File: src/rtl/plb_wr_arbiter.sv
`default_nettype none
// +--------------------------------------------------------------------------+
// | Module   : plb_wr_arbiter                                                |
// | Purpose  : Shares the single PLB master IPIF write port between two      |
// |            single-beat write requesters. One requester is granted at a   |
// |            time; the grant is held until the transfer completes and the  |
// |            IPIF status pulses are routed back to the granted requester   |
// |            only. An IPIF rearbitrate is handled by dropping the request  |
// |            for RETRY_GAP cycles and reissuing it.                         |
// | Ports    : PLB_clk, Bus2IP_Resetn (sync, active low)                     |
// |            Req0_* / Req1_*   : requester side (WrReq/Addr/BE/WrData in,  |
// |                                CmdAck/Cmplt/Error out)                   |
// |            IP2Bus_*          : IPIF master command outputs               |
// |            Bus2IP_Mst_*      : IPIF master status inputs                 |
// |            Arb_Busy, Arb_Grant : arbiter status                          |
// | Options  : PLB_WR_ARB_RR_EN defined -> round-robin on ties;              |
// |            undefined -> requester 0 wins ties.                           |
// | Revision : 1.0 - initial release                                         |
// +--------------------------------------------------------------------------+
module plb_wr_arbiter #(
  parameter int C_MST_AWIDTH = 32,
  parameter int C_MST_DWIDTH = 32,
  parameter int RETRY_GAP    = 2
) (
  input  logic                      PLB_clk,
  input  logic                      Bus2IP_Resetn,
  input  logic                      Req0_WrReq,
  input  logic [C_MST_AWIDTH-1:0]   Req0_Addr,
  input  logic [C_MST_DWIDTH/8-1:0] Req0_BE,
  input  logic [C_MST_DWIDTH-1:0]   Req0_WrData,
  output logic                      Req0_CmdAck,
  output logic                      Req0_Cmplt,
  output logic                      Req0_Error,
  input  logic                      Req1_WrReq,
  input  logic [C_MST_AWIDTH-1:0]   Req1_Addr,
  input  logic [C_MST_DWIDTH/8-1:0] Req1_BE,
  input  logic [C_MST_DWIDTH-1:0]   Req1_WrData,
  output logic                      Req1_CmdAck,
  output logic                      Req1_Cmplt,
  output logic                      Req1_Error,
  output logic                      IP2Bus_MstWr_Req,
  output logic                      IP2Bus_MstRd_Req,
  output logic [C_MST_AWIDTH-1:0]   IP2Bus_Mst_Addr,
  output logic [C_MST_DWIDTH/8-1:0] IP2Bus_Mst_BE,
  output logic [C_MST_DWIDTH-1:0]   IP2Bus_MstWr_d,
  output logic                      IP2Bus_Mst_Lock,
  output logic                      IP2Bus_Mst_Reset,
  input  logic                      Bus2IP_Mst_CmdAck,
  input  logic                      Bus2IP_Mst_Cmplt,
  input  logic                      Bus2IP_Mst_Error,
  input  logic                      Bus2IP_Mst_Rearbitrate,
  input  logic                      Bus2IP_Mst_Cmd_Timeout,
  input  logic                      Bus2IP_MstWr_dst_rdy_n,
  output logic                      Arb_Busy,
  output logic                      Arb_Grant
);

  typedef enum logic [1:0] {
    S_IDLE       = 2'd0,
    S_CMD        = 2'd1,
    S_WAIT_CMPLT = 2'd2,
    S_RETRY      = 2'd3
  } state_t;

  // Retry counter is loaded with GAP-1 so that exactly RETRY_GAP cycles
  // are spent in S_RETRY with the request low.
  localparam logic [3:0] c_gap_load = 4'(RETRY_GAP - 1);

  state_t     r_state, w_state_nxt;
  logic       r_grant, w_grant_nxt;
  logic       r_wr_req, w_wr_req_nxt;
  logic [3:0] r_gap_cnt, w_gap_cnt_nxt;
  logic       w_any_req;
  logic       w_win;
  logic       w_ack;
  logic       w_cmplt;
  logic       w_err;

  // Data-ready is not needed for single-beat writes.
  logic w_unused;
  assign w_unused = Bus2IP_MstWr_dst_rdy_n;

  assign w_any_req = Req0_WrReq | Req1_WrReq;

`ifdef PLB_WR_ARB_RR_EN
  // On a tie the requester that was not granted last time wins.
  assign w_win = (Req0_WrReq & Req1_WrReq) ? ~r_grant : Req1_WrReq;
`else
  // Requester 0 wins whenever it is requesting.
  assign w_win = ~Req0_WrReq;
`endif

  always_ff @(posedge PLB_clk) begin
    if (!Bus2IP_Resetn) begin
      r_state   <= S_IDLE;
      r_grant   <= 1'b0;
      r_wr_req  <= 1'b0;
      r_gap_cnt <= 4'd0;
    end else begin
      r_state   <= w_state_nxt;
      r_grant   <= w_grant_nxt;
      r_wr_req  <= w_wr_req_nxt;
      r_gap_cnt <= w_gap_cnt_nxt;
    end
  end

  always_comb begin
    w_state_nxt   = r_state;
    w_grant_nxt   = r_grant;
    w_wr_req_nxt  = r_wr_req;
    w_gap_cnt_nxt = r_gap_cnt;
    w_ack         = 1'b0;
    w_cmplt       = 1'b0;
    w_err         = 1'b0;
    case (r_state)
      S_IDLE: begin
        if (w_any_req) begin
          w_grant_nxt  = w_win;
          w_wr_req_nxt = 1'b1;
          w_state_nxt  = S_CMD;
        end
      end
      S_CMD: begin
        // CmdAck takes precedence over rearbitrate/timeout in the same cycle.
        if (Bus2IP_Mst_CmdAck) begin
          w_ack        = 1'b1;
          w_cmplt      = Bus2IP_Mst_Cmplt;
          w_err        = Bus2IP_Mst_Cmplt & Bus2IP_Mst_Error;
          w_wr_req_nxt = 1'b0;
          w_state_nxt  = Bus2IP_Mst_Cmplt ? S_IDLE : S_WAIT_CMPLT;
        end else if (Bus2IP_Mst_Rearbitrate) begin
          w_wr_req_nxt  = 1'b0;
          w_gap_cnt_nxt = c_gap_load;
          w_state_nxt   = S_RETRY;
        end else if (Bus2IP_Mst_Cmd_Timeout) begin
          w_wr_req_nxt = 1'b0;
          w_cmplt      = 1'b1;
          w_err        = 1'b1;
          w_state_nxt  = S_IDLE;
        end
      end
      S_WAIT_CMPLT: begin
        if (Bus2IP_Mst_Cmplt) begin
          w_cmplt     = 1'b1;
          w_err       = Bus2IP_Mst_Error;
          w_state_nxt = S_IDLE;
        end
      end
      S_RETRY: begin
        if (r_gap_cnt == 4'd0) begin
          w_wr_req_nxt = 1'b1;
          w_state_nxt  = S_CMD;
        end else begin
          w_gap_cnt_nxt = r_gap_cnt - 4'd1;
        end
      end
      default: begin
        w_state_nxt  = S_IDLE;
        w_wr_req_nxt = 1'b0;
      end
    endcase
  end

  // Status pulses go to the granted requester only.
  assign Req0_CmdAck = w_ack   & ~r_grant;
  assign Req0_Cmplt  = w_cmplt & ~r_grant;
  assign Req0_Error  = w_err   & ~r_grant;
  assign Req1_CmdAck = w_ack   &  r_grant;
  assign Req1_Cmplt  = w_cmplt &  r_grant;
  assign Req1_Error  = w_err   &  r_grant;

  // Command fields follow the registered grant and read as zero when idle.
  assign IP2Bus_Mst_Addr = (r_state == S_IDLE) ? '0 : (r_grant ? Req1_Addr   : Req0_Addr);
  assign IP2Bus_Mst_BE   = (r_state == S_IDLE) ? '0 : (r_grant ? Req1_BE     : Req0_BE);
  assign IP2Bus_MstWr_d  = (r_state == S_IDLE) ? '0 : (r_grant ? Req1_WrData : Req0_WrData);

  assign IP2Bus_MstWr_Req = r_wr_req;
  assign IP2Bus_MstRd_Req = 1'b0;
  assign IP2Bus_Mst_Lock  = 1'b0;
  assign IP2Bus_Mst_Reset = 1'b0;
  assign Arb_Busy         = (r_state != S_IDLE);
  assign Arb_Grant        = r_grant;

endmodule
`default_nettype wire
File: config.mk
export PLATFORM = sky130hd
export DESIGN_NAME = plb_wr_arbiter
export DESIGN_NICKNAME = d
export VERILOG_FILES = /design/src/rtl/plb_wr_arbiter.sv
export SDC_FILE = /design/constraint.sdc
export NUM_CORES = 1
export LEC_CHECK = 0
export BUFFER_PORTS_ARGS = -buffer_cell sky130_fd_sc_hd__buf_2
export CORE_AREA = 4 4 85 87
export DETAILED_ROUTE_END_ITERATION = 8
export DIE_AREA = 0 0 89 91
export PLACE_DENSITY = 0.68
export SYNTH_ARGS = -nofsm -noshare
export SYNTH_HDL_FRONTEND = slang
export SYNTH_SLANG_ARGS = --single-unit
File: constraint.sdc
create_clock -name PLB_clk -period 2.2 [get_ports PLB_clk]
set_clock_uncertainty 0.15 [all_clocks]
set_input_delay 0.55 -clock PLB_clk [delete_from_list [all_inputs] [get_ports PLB_clk]]
set_output_delay 0.55 -clock PLB_clk [all_outputs]
set_load 0.005 [all_outputs]
==> results of run 1 <==
==> metrics by stage <==
step / setup TNS, ns / hold WS, ns
2_1_floorplan: 0 / 0.299
3_3_place_gp: -0.102 / 0.315
3_5_place_dp: -0.170 / 0.333
4_1_cts: -0.0485 / 0.339
5_1_grt: -0.731 / 0.359
6_report: -0.0567 / 0.341
==> cells by family after synthesis <==
family / Yosys count / synth area share [%]
compound gates: 20 / 8.65
fa+ha+maj: 6 / 4.59
buf+inv: 31 / 8.42
flops: 8 / 9.80
mux: 70 / 42.9
other cells: 1 / 0.229
simple gates: 100 / 25.4
==> power groups by stage <==
stage / clock, mW / sequential [mW] / combinational, mW
after floorplan: 0 / 0.173 / 0.542
after global placement: 0 / 0.178 / 1.03
after detailed placement: 0 / 0.178 / 1.05
after CTS: 0.198 / 0.179 / 1.10
after global routing: 0.203 / 0.184 / 1.53
final: 0.191 / 0.181 / 1.40
==> layout by cell type (no fill, tap or decap), types with 2 or more instances in the layout <==
| cell type | synthesis | final |
|---|---|---|
| sky130_fd_sc_hd__clkbuf_8 | 0 | 3 |
| sky130_fd_sc_hd__clkbuf_16 | 0 | 6 |
| sky130_fd_sc_hd__nor2_2 | 0 | 25 |
| sky130_fd_sc_hd__nor2_1 | 77 | 45 |
| sky130_fd_sc_hd__buf_2 | 8 | 219 |
| sky130_fd_sc_hd__buf_6 | 0 | 5 |
| sky130_fd_sc_hd__nand3_1 | 2 | 2 |
| sky130_fd_sc_hd__inv_1 | 10 | 7 |
| sky130_fd_sc_hd__a21oi_1 | 7 | 6 |
| sky130_fd_sc_hd__buf_4 | 3 | 13 |
| sky130_fd_sc_hd__mux2i_1 | 70 | 70 |
| sky130_fd_sc_hd__nor2_4 | 0 | 7 |
| sky130_fd_sc_hd__ha_1 | 6 | 3 |
| sky130_fd_sc_hd__nor3_1 | 3 | 2 |
| sky130_fd_sc_hd__buf_12 | 0 | 4 |
| sky130_fd_sc_hd__nand2_1 | 9 | 9 |
| sky130_fd_sc_hd__dfxtp_4 | 0 | 2 |
| sky130_fd_sc_hd__dfxtp_1 | 8 | 5 |
| sky130_fd_sc_hd__ha_4 | 0 | 3 |
| sky130_fd_sc_hd__o21ai_0 | 5 | 4 |
| sky130_fd_sc_hd__inv_4 | 0 | 2 |
| sky130_fd_sc_hd__conb_1 | 1 | 3 |
==> sequential cells by signal (all words and copies together) (netlist names) <==
name and flops:
r_gap_cnt 4, r_state 2, Arb_Grant 1, IP2Bus_MstWr_Req 1
==> worst paths after layout <==
check,end,depth (start not counted),slack [ns]
worst max-delay path,Req0_Error,8,-0.02
worst min-delay path,r_gap_cnt[1],2,0.34
worst max register to register,r_state[0],6,0.19
worst min register to register,r_gap_cnt[1],2,0.34
==> per-layer routing <==
metal,share of wire [%],track usage [%]
met1,35,17.3
met4,1.1,2.98
met3,12,4.25
met5,0,0
met2,52,29.8
==> repair_timing <==
item | in CTS | in global routing
resized for setup | 17 | 45
setup endpoints to repair | 4 | 44
gates cloned | 0 | 7
buffers inserted | 2 | 3
pin swaps | 5 | 5
==> worst min-delay path, delay by kind of cell, from the launching register on <==
kind	cells	cell delay, ns
compound gates	1	0.07
buf+inv	1	0.07
flops	1	0.30
==> cell usage after synthesis (all sizes together) (3+ instances only) <==
| cell | instances |
|---|---|
| ha | 6 |
| mux2i | 70 |
| clkbuf | 8 |
| o21ai | 5 |
| buf | 13 |
| nor2 | 77 |
| nand2 | 9 |
| a21oi | 7 |
| dfxtp | 8 |
| inv | 10 |
| nor3 | 3 |
==> cell type report <==
type                            count  area, µm²
Tap cell                           77       96.3
Timing Repair Buffer              247       1480
Clock buffer                        4       45.0
Inverter                           10       42.5
Sequential cell                     8        169
Fill cell                         640       2980
Multi-Input combinational cell    199       1540
==> results.toml, run 1 <==
[placement]
port_buffers = 221
numPlacedInstances = 530
post-place-ws_ns = -0.0787
place_hpwl_um = 6050
placement.cell_area_um2 = 2910
gp_congestion = 0.831

[die]
placement_rows = 29
die_area_um2 = 8100
die-width_um = 89
design.portCount = 226
die_span_in_y_um = 91
initial_utilization_pct = 25.7
fp.coreArea_um2 = 6350

[detailed_routing]
via_count = 2497
final_antenna_net_count = 0
wl_um = 7900
remaining_drc_errors = 0
avgViaCountPerCell = 4.58
firstDrtPassIters = 4
post_drt_wl_per_cell_um = 14.5
dr.first_iter.drc_count = 41

[cells_and_area]
antennaDiodeCount = 0
final_cells = 545
finish.instance_area_um2 = 3370
final_net_count = 621
final_core_utilization_pct = 53.0
syn_to_final_growth_pct = 106
layout-drive-gt1-share_pct = 63.5

[logic_synthesis]
share_of_the_synthesized_area_in_the_top_cell_type_pct = 42.9
netlist_instances = 236
synthArstFlopShare_pct = 0
netlist_top_cells_area = "sky130_fd_sc_hd__mux2i_1 (43%), sky130_fd_sc_hd__nor2_1 (18%), sky130_fd_sc_hd__dfxtp_1 (9.8%), sky130_fd_sc_hd__ha_1 (4.6%), sky130_fd_sc_hd__buf_2 (2.5%)"
synth_cell_type_count = 31
synth_ff_type = "sky130_fd_sc_hd__dfxtp_1"
mean_syn_cell_area_um2 = 6.92
ys_ff_latch = 8
post_synthesis_sequential_area_ratio_pct = 9.80
synth_warnings = 0
synthesis.area_um2 = 1630
synth.largest_area_cell = "sky130_fd_sc_hd__mux2i_1"
synth-edff-count = 0

[worst_setup_path]
worstSetupStartpoint = "r_state[1]"
worst-endpoint-required_ns = 1.50
crit_path_max_incr_delay_ns = 0.33
worst_path_max_delay_cell = "sky130_fd_sc_hd__dfxtp_2"
reg2reg_from = "r_gap_cnt[0]"
critPathBufInv = 3
path_delay_family = "buffers and inverters"
worst_setup_path_start_kind = "flip-flop"
path_cells = "inv_2 -> ha_4 -> buf_4 -> a21oi_2 -> nor2_2 -> o21ai_2 -> nor3_1 -> buf_2"
setup.worst_path.class = "flip-flop to output pin"
crit_path_max_fanout = 8
timing.critical_path.to_type = "output pin"
critPathArrivalTime_ns = 1.52

[power]
switching_power_uw = 733
internal_power_mw = 1.04
power_frac_clock_pct = 10.8
swShare_pct = 41.2
total_power_mw = 1.78
power_per_cell_area_nw_per_um2 = 527
worst_ir_drop_vdd_mv = 0.270
power.static_leakage_nw = 1.78
sequentialPowerShare_pct = 10.2
comb_power_share_pct = 79.0

[global_routing]
first_pass_grt_wire_length_um = 10700
grt_overflow = 0
pin_count_of_the_biggest_net_entering_global_routing = 38
first_global_vias = 2364
global_route.usage.total_pct = 15.8
grt_antenna_before_repair = 0

[timing]
timing.final.crit_share_pct = 101
final.min_clock_period_ns = 2.22
max_freq_mhz = 451
max-slew-margin-rel_pct = 59.4
slew_at_the_pin_closest_to_its_max_slew_limit_ns = 0.601
maxSlewViolCount = 0
final-hold-violation-count = 0
final.setup.worst_slack_ns = -0.0191
rsz_0062_raised_after_global_routing = "yes"
finalSetupViolations = 4

[clock_tree]
clockBufferDepth = 2
worst_skew_pair.late_latency_ns = 0.23
clkSlewWorstSetupHoldPaths_ns = 0.05
cts_inserted_buffers = 3
cts_hold_buf = 0
cts_num_sinks = 8
h-tree-depth = 1
ctsRootBufferMaster = "sky130_fd_sc_hd__clkbuf_8"
tritoncts_clock_tree = "yes"

[job]
maximum_capacitance_violations = 0

[status]
failed_checks = "negative setup slack"
run_status = "complete, but fails checks"

[hold_path]
hold_path_class = "flip-flop to flip-flop"
worst_hold_startpoint = "r_gap_cnt[1]"
Power figures use the tool's default switching activity.
==> run 2, diff against run 1 <==
--- a/config.mk
+++ b/config.mk
@@ -10,6 +10,7 @@
 export DETAILED_ROUTE_END_ITERATION = 8
 export DIE_AREA = 0 0 89 91
 export PLACE_DENSITY = 0.68
+export REMOVE_ABC_BUFFERS = 1
 export SYNTH_ARGS = -nofsm -noshare
 export SYNTH_HDL_FRONTEND = slang
 export SYNTH_SLANG_ARGS = --single-unit
==> results.toml, run 2 (synthesized netlist as in run 1, its figures left out) <==
[status]
run_status = "completed"

[detailed_routing]
wl_um = 7940
dr.first_iter.drc_count = 63
post_drt_wl_per_cell_um = 14.9
final_antenna_net_count = 0
firstDrtPassIters = 4
remaining_drc_errors = 0
via_count = 2405
avgViaCountPerCell = 4.51

[worst_setup_path]
setup.worst_path.class = "flip-flop to output pin"
worst_setup_path_start_kind = "flip-flop"
crit_path_max_incr_delay_ns = 0.31
crit_path_max_fanout = 2
path_cells = "inv_2 -> ha_4 -> inv_2 -> nor4b_4 -> buf_4 -> nor2_1 -> nor3_1 -> buf_2"
critPathArrivalTime_ns = 1.50
worst_path_max_delay_cell = "sky130_fd_sc_hd__dfxtp_2"
cp_common_cell = "sky130_fd_sc_hd__inv_2"
path_delay_family = "buffers and inverters"
worst-endpoint-required_ns = 1.50
critPathBufInv = 4
timing.critical_path.to_type = "output pin"

[placement]
port_buffers = 221
place_hpwl_um = 6720
placement.cell_area_um2 = 2900
post-place-ws_ns = -0.192
gp_congestion = 0.865

[cells_and_area]
flip_flop_count_of_the_largest_register_all_copies_and_words_added = 4
multi_input_gate_area_in_the_final_layout_um2 = 1420
final_common_cell = "sky130_fd_sc_hd__buf_2"
finish.instance_area_um2 = 3040
syn_to_final_growth_pct = 86.2
antennaDiodeCount = 0
largest-register = "r_gap_cnt"
seq_area_um2 = 166
layout.filler_cells = 655
layout.cells.most_common_list = "sky130_fd_sc_hd__buf_2 (221), sky130_fd_sc_hd__nor2_1 (76), sky130_fd_sc_hd__mux2i_1 (70), sky130_fd_sc_hd__nand2_1 (9), sky130_fd_sc_hd__buf_4 (9)"
final_net_count = 609
layout-drive-gt1-share_pct = 55.7
reg_top3 = "r_gap_cnt: 4 flops, r_state: 2 flops"

[clock_tree]
h-tree-depth = 1
cts_hold_buf = 0
cts_inserted_buffers = 3
tritoncts_clock_tree = "yes"
ctsRootBufferMaster = "sky130_fd_sc_hd__clkbuf_8"
clockBufferDepth = 2
clkSlewWorstSetupHoldPaths_ns = 0.04
cts_num_sinks = 8
worst_skew_pair.late_latency_ns = 0.23
post_cts.repair.setup_buffers = 0

[global_routing]
grt_antenna_before_repair = 1
pin_count_of_the_biggest_net_entering_global_routing = 38
first_pass_grt_wire_length_um = 11900
first_global_vias = 2404
global_route.usage.total_pct = 18.1
grt_overflow = 0

[power]
power.static_leakage_nw = 1.68
power_per_cell_area_nw_per_um2 = 486
worst_ir_drop_vdd_mv = 0.285

[die]
initial_utilization_pct = 25.7
die_span_in_y_um = 91
die_area_um2 = 8100
fp.coreArea_um2 = 6350
die-width_um = 89
placement_rows = 29
design.portCount = 226

[timing]
max_freq_mhz = 455
finalSetupViolations = 0
final.min_clock_period_ns = 2.20
rsz_0062_raised_after_global_routing = "yes"
final-hold-violation-count = 0
final.setup.worst_slack_ns = 0.00308
maxSlewViolCount = 0
timing.final.crit_share_pct = 99.9

[hold_path]
hold_path_class = "flip-flop to flip-flop"

[job]
maximum_capacitance_violations = 0
[run 2: layout make-up]
cell class	count	share of cell area, %
multi-input combinational	199	46.6
timing repair buffer	235	42.0
sequential	8	5.47
tap	77	3.17
clock buffer	4	1.48
inverter	10	1.23
[run 2: stage by stage]
| step | hold slack, ns | util (%) | setup TNS [ns] | total power, mW | std cells |
|---|---|---|---|---|---|
| after floorplan | 0.299 | - | -107.55 | 0.721 | 217 |
| after global placement | 0.314 | 45.6 | -0.597 | 1.21 | 528 |
| after detailed placement | 0.333 | 45.6 | -0.574 | 1.22 | 528 |
| after CTS | 0.338 | 47.1 | -0.0779 | 1.44 | 532 |
| after global routing | 0.361 | 47.9 | -0.295 | 1.61 | 533 |
| final | 0.333 | 47.9 | 0 | 1.48 | 533 |
[run 2: path summary, 6_finish.rpt]
check                             startpoint  slack (ns)      endpoint  depth (start not counted)
worst min register to register  r_gap_cnt[1]        0.33  r_gap_cnt[1]                          2
worst max-delay path              r_state[1]       0.003    Req0_Error                          8
worst min-delay path            r_gap_cnt[1]        0.33  r_gap_cnt[1]                          2
worst max register to register  r_gap_cnt[0]        0.15    r_state[1]                          6
[run 2: power breakdown]
part           switching [mW]  internal (mW)
Sequential             0.0140          0.162
Clock                  0.0574          0.126
Combinational           0.549          0.569
Total                   0.621          0.857
[run 2: metal layers]
metal | track usage, % | wire length [µm] | vias up
met4 | 2.23 | 38 | 2
met5 | 0 | 13 | -
met2 | 32.9 | 4030 | 98
met3 | 4.71 | 670 | 8
met1 | 21.7 | 3180 | 1061
li1 | - | - | 1236
[run 2: repair_timing]
action                                  4_1_cts  5_1_grt
endpoints found under the setup margin        4        5
cloned                                        0        1
resized for setup                            14        4
pin swaps                                     5        2
[run 2: worst reg2reg max path, cell delays in order, from the launching register on]
cell and delay, ns:
sky130_fd_sc_hd__dfxtp_1 0.31, sky130_fd_sc_hd__inv_1 0.08, sky130_fd_sc_hd__ha_1 0.20, sky130_fd_sc_hd__or3b_1 0.39
sky130_fd_sc_hd__a221oi_2 0.36, sky130_fd_sc_hd__a21boi_4 0.26, sky130_fd_sc_hd__mux2i_1 0.22
==> run 3, diff against run 2 <==
--- a/config.mk
+++ b/config.mk
@@ -10,6 +10,7 @@
 export DETAILED_ROUTE_END_ITERATION = 8
 export DIE_AREA = 0 0 89 91
 export PLACE_DENSITY = 0.68
+export RECOVER_POWER = 50
 export REMOVE_ABC_BUFFERS = 1
 export SYNTH_ARGS = -nofsm -noshare
 export SYNTH_HDL_FRONTEND = slang
==> results.toml, run 3 (synthesized netlist as in run 1, its figures left out) <==
[status]
run_status = "complete, but fails checks"
failed_checks = "negative setup slack"

[worst_setup_path]
worst-r2r-setup-slack_ns = 0.02
crit_path_max_fanout = 2
endpoint_of_the_most_critical_register_to_register_path = "r_state[1]"
worst-endpoint-required_ns = 1.50
worst_path_max_delay_cell = "sky130_fd_sc_hd__dfxtp_2"
path_cells = "inv_2 -> ha_4 -> inv_2 -> nor4b_4 -> buf_4 -> nor2_1 -> nor3_1 -> buf_2"
reg2reg_from = "r_gap_cnt[0]"
crit_path_max_incr_delay_ns = 0.31
cp_common_cell = "sky130_fd_sc_hd__inv_2"
timing.critical_path.to_type = "output pin"
worst_setup_path_start_kind = "flip-flop"
setup.worst_path.class = "flip-flop to output pin"
critPathArrivalTime_ns = 1.50
timing.reg2reg.worst_path_depth = 6

[detailed_routing]
post_drt_wl_per_cell_um = 14.7
via_count = 2417
final_antenna_net_count = 0
avgViaCountPerCell = 4.53
firstDrtPassIters = 4
dr.first_iter.drc_count = 87
wl_um = 7860
remaining_drc_errors = 0

[timing]
final-hold-violation-count = 0
finalSetupViolations = 1
final.min_clock_period_ns = 2.20
timing.final.crit_share_pct = 100
final.setup.worst_slack_ns = -0.00133
rsz_0062_raised_after_global_routing = "yes"
max_freq_mhz = 454
maxSlewViolCount = 0

[die]
die_span_in_y_um = 91
initial_utilization_pct = 25.7
die-width_um = 89
fp.coreArea_um2 = 6350
placement_rows = 29
die_area_um2 = 8100
design.portCount = 226

[clock_tree]
tritoncts_clock_tree = "yes"
cts_num_sinks = 8
post_cts.repair.setup_buffers = 0
worst_skew_pair.late_latency_ns = 0.23
ctsRootBufferMaster = "sky130_fd_sc_hd__clkbuf_8"
cts_inserted_buffers = 3
cts_hold_buf = 0
clkSlewWorstSetupHoldPaths_ns = 0.04
h-tree-depth = 1
clockBufferDepth = 2

[cells_and_area]
reg_top3 = "r_gap_cnt: 4 flops, r_state: 2 flops"
final_cells = 533
layout.cells.most_common_list = "sky130_fd_sc_hd__buf_2 (194), sky130_fd_sc_hd__nor2_1 (76), sky130_fd_sc_hd__mux2i_1 (70), sky130_fd_sc_hd__clkbuf_1 (20)"
final_net_count = 609
finish.instance_area_um2 = 2980
final_common_cell = "sky130_fd_sc_hd__buf_2"
flip_flop_count_of_the_largest_register_all_copies_and_words_added = 4
layout-drive-gt1-share_pct = 51.3
largest-register = "r_gap_cnt"
antennaDiodeCount = 0
syn_to_final_growth_pct = 82.6
final_core_utilization_pct = 47.0

[placement]
place_hpwl_um = 6720
post-place-ws_ns = -0.192
port_buffers = 221
placement.cell_area_um2 = 2900
numPlacedInstances = 528
gp_congestion = 0.865

[global_routing]
global_route.usage.total_pct = 18.1
pin_count_of_the_biggest_net_entering_global_routing = 38
first_pass_grt_wire_length_um = 11900
grt_overflow = 0
grt_antenna_before_repair = 1
first_global_vias = 2404

[hold_path]
hold-path-cell-count = 2
worst_hold_path.endpoint = "r_gap_cnt[1]"
worst_hold_startpoint = "r_gap_cnt[1]"
hold_path_class = "flip-flop to flip-flop"

[power]
worst_ir_drop_vdd_mv = 0.275
power_per_cell_area_nw_per_um2 = 479
power.static_leakage_nw = 1.59

[job]
maximum_capacitance_violations = 0
-- run 3: changes by cell type in the layout (fill, tap and decap cells not counted), sizes merged --
cell,previous run,this run
clkbuf,5,32
buf,234,207
-- run 3: critical path, delay by kind of cell (launching register included) --
family        cells  cell delay, ns
buf+inv           4            0.42
simple gates      3            0.42
flops             1            0.31
fa+ha+maj         1            0.13
-- run 3: worst max-delay path by stage --
stage                                 from    endpoint  slack [ns]  cells past startpoint
floorplan                        Arb_Grant  Req1_Error       -1.58                      2
global placement    Bus2IP_Mst_Rearbitrate  Req0_Error       -0.20                      6
global route                    r_state[1]  Req1_Error        -0.1                      8
CTS                             r_state[1]  Req1_Error       -0.06                      8
detailed placement  Bus2IP_Mst_Rearbitrate  Req1_Error       -0.19                      6
finish                          r_state[1]  Req0_Error      -0.001                      8
-- run 3: area by class of cell --
cell class,instances,area (µm²)
sequential,8,166
clock buffer,4,45.0
tap,77,96.3
inverter,10,37.5
timing repair buffer,235,1230
fill,670,3370
multi-input combinational,199,1410
-- run 3: report_power, final --
group          switching [mW]  total (mW)  internal (mW)
Clock                  0.0574       0.183          0.126
Combinational           0.544        1.07          0.525
Sequential             0.0138       0.176          0.162
-- run 3: metrics by stage --
stage                TNS, ns  total power [mW]  hold slack, ns
CTS                  -0.0779              1.44           0.338
global route          -0.477              1.56           0.361
detailed placement    -0.574              1.22           0.333
finish              -0.00133              1.43           0.333
floorplan            -107.55             0.721           0.299
global placement      -0.597              1.21           0.314
-- run 3: per-layer routing --
layer  up-vias  track usage, %  wire length (µm)
li1       1235               -                 -
met4         2            2.23                38
met3         8            4.71               651
met2        98            32.9              4040
met1      1074            21.7              3110
met5         -               0                13
-- run 3: what timing repair did --
action,CTS,global route
pin swaps,5,2
gates cloned,0,1
resized for setup,14,4
endpoints found under the setup margin,4,5
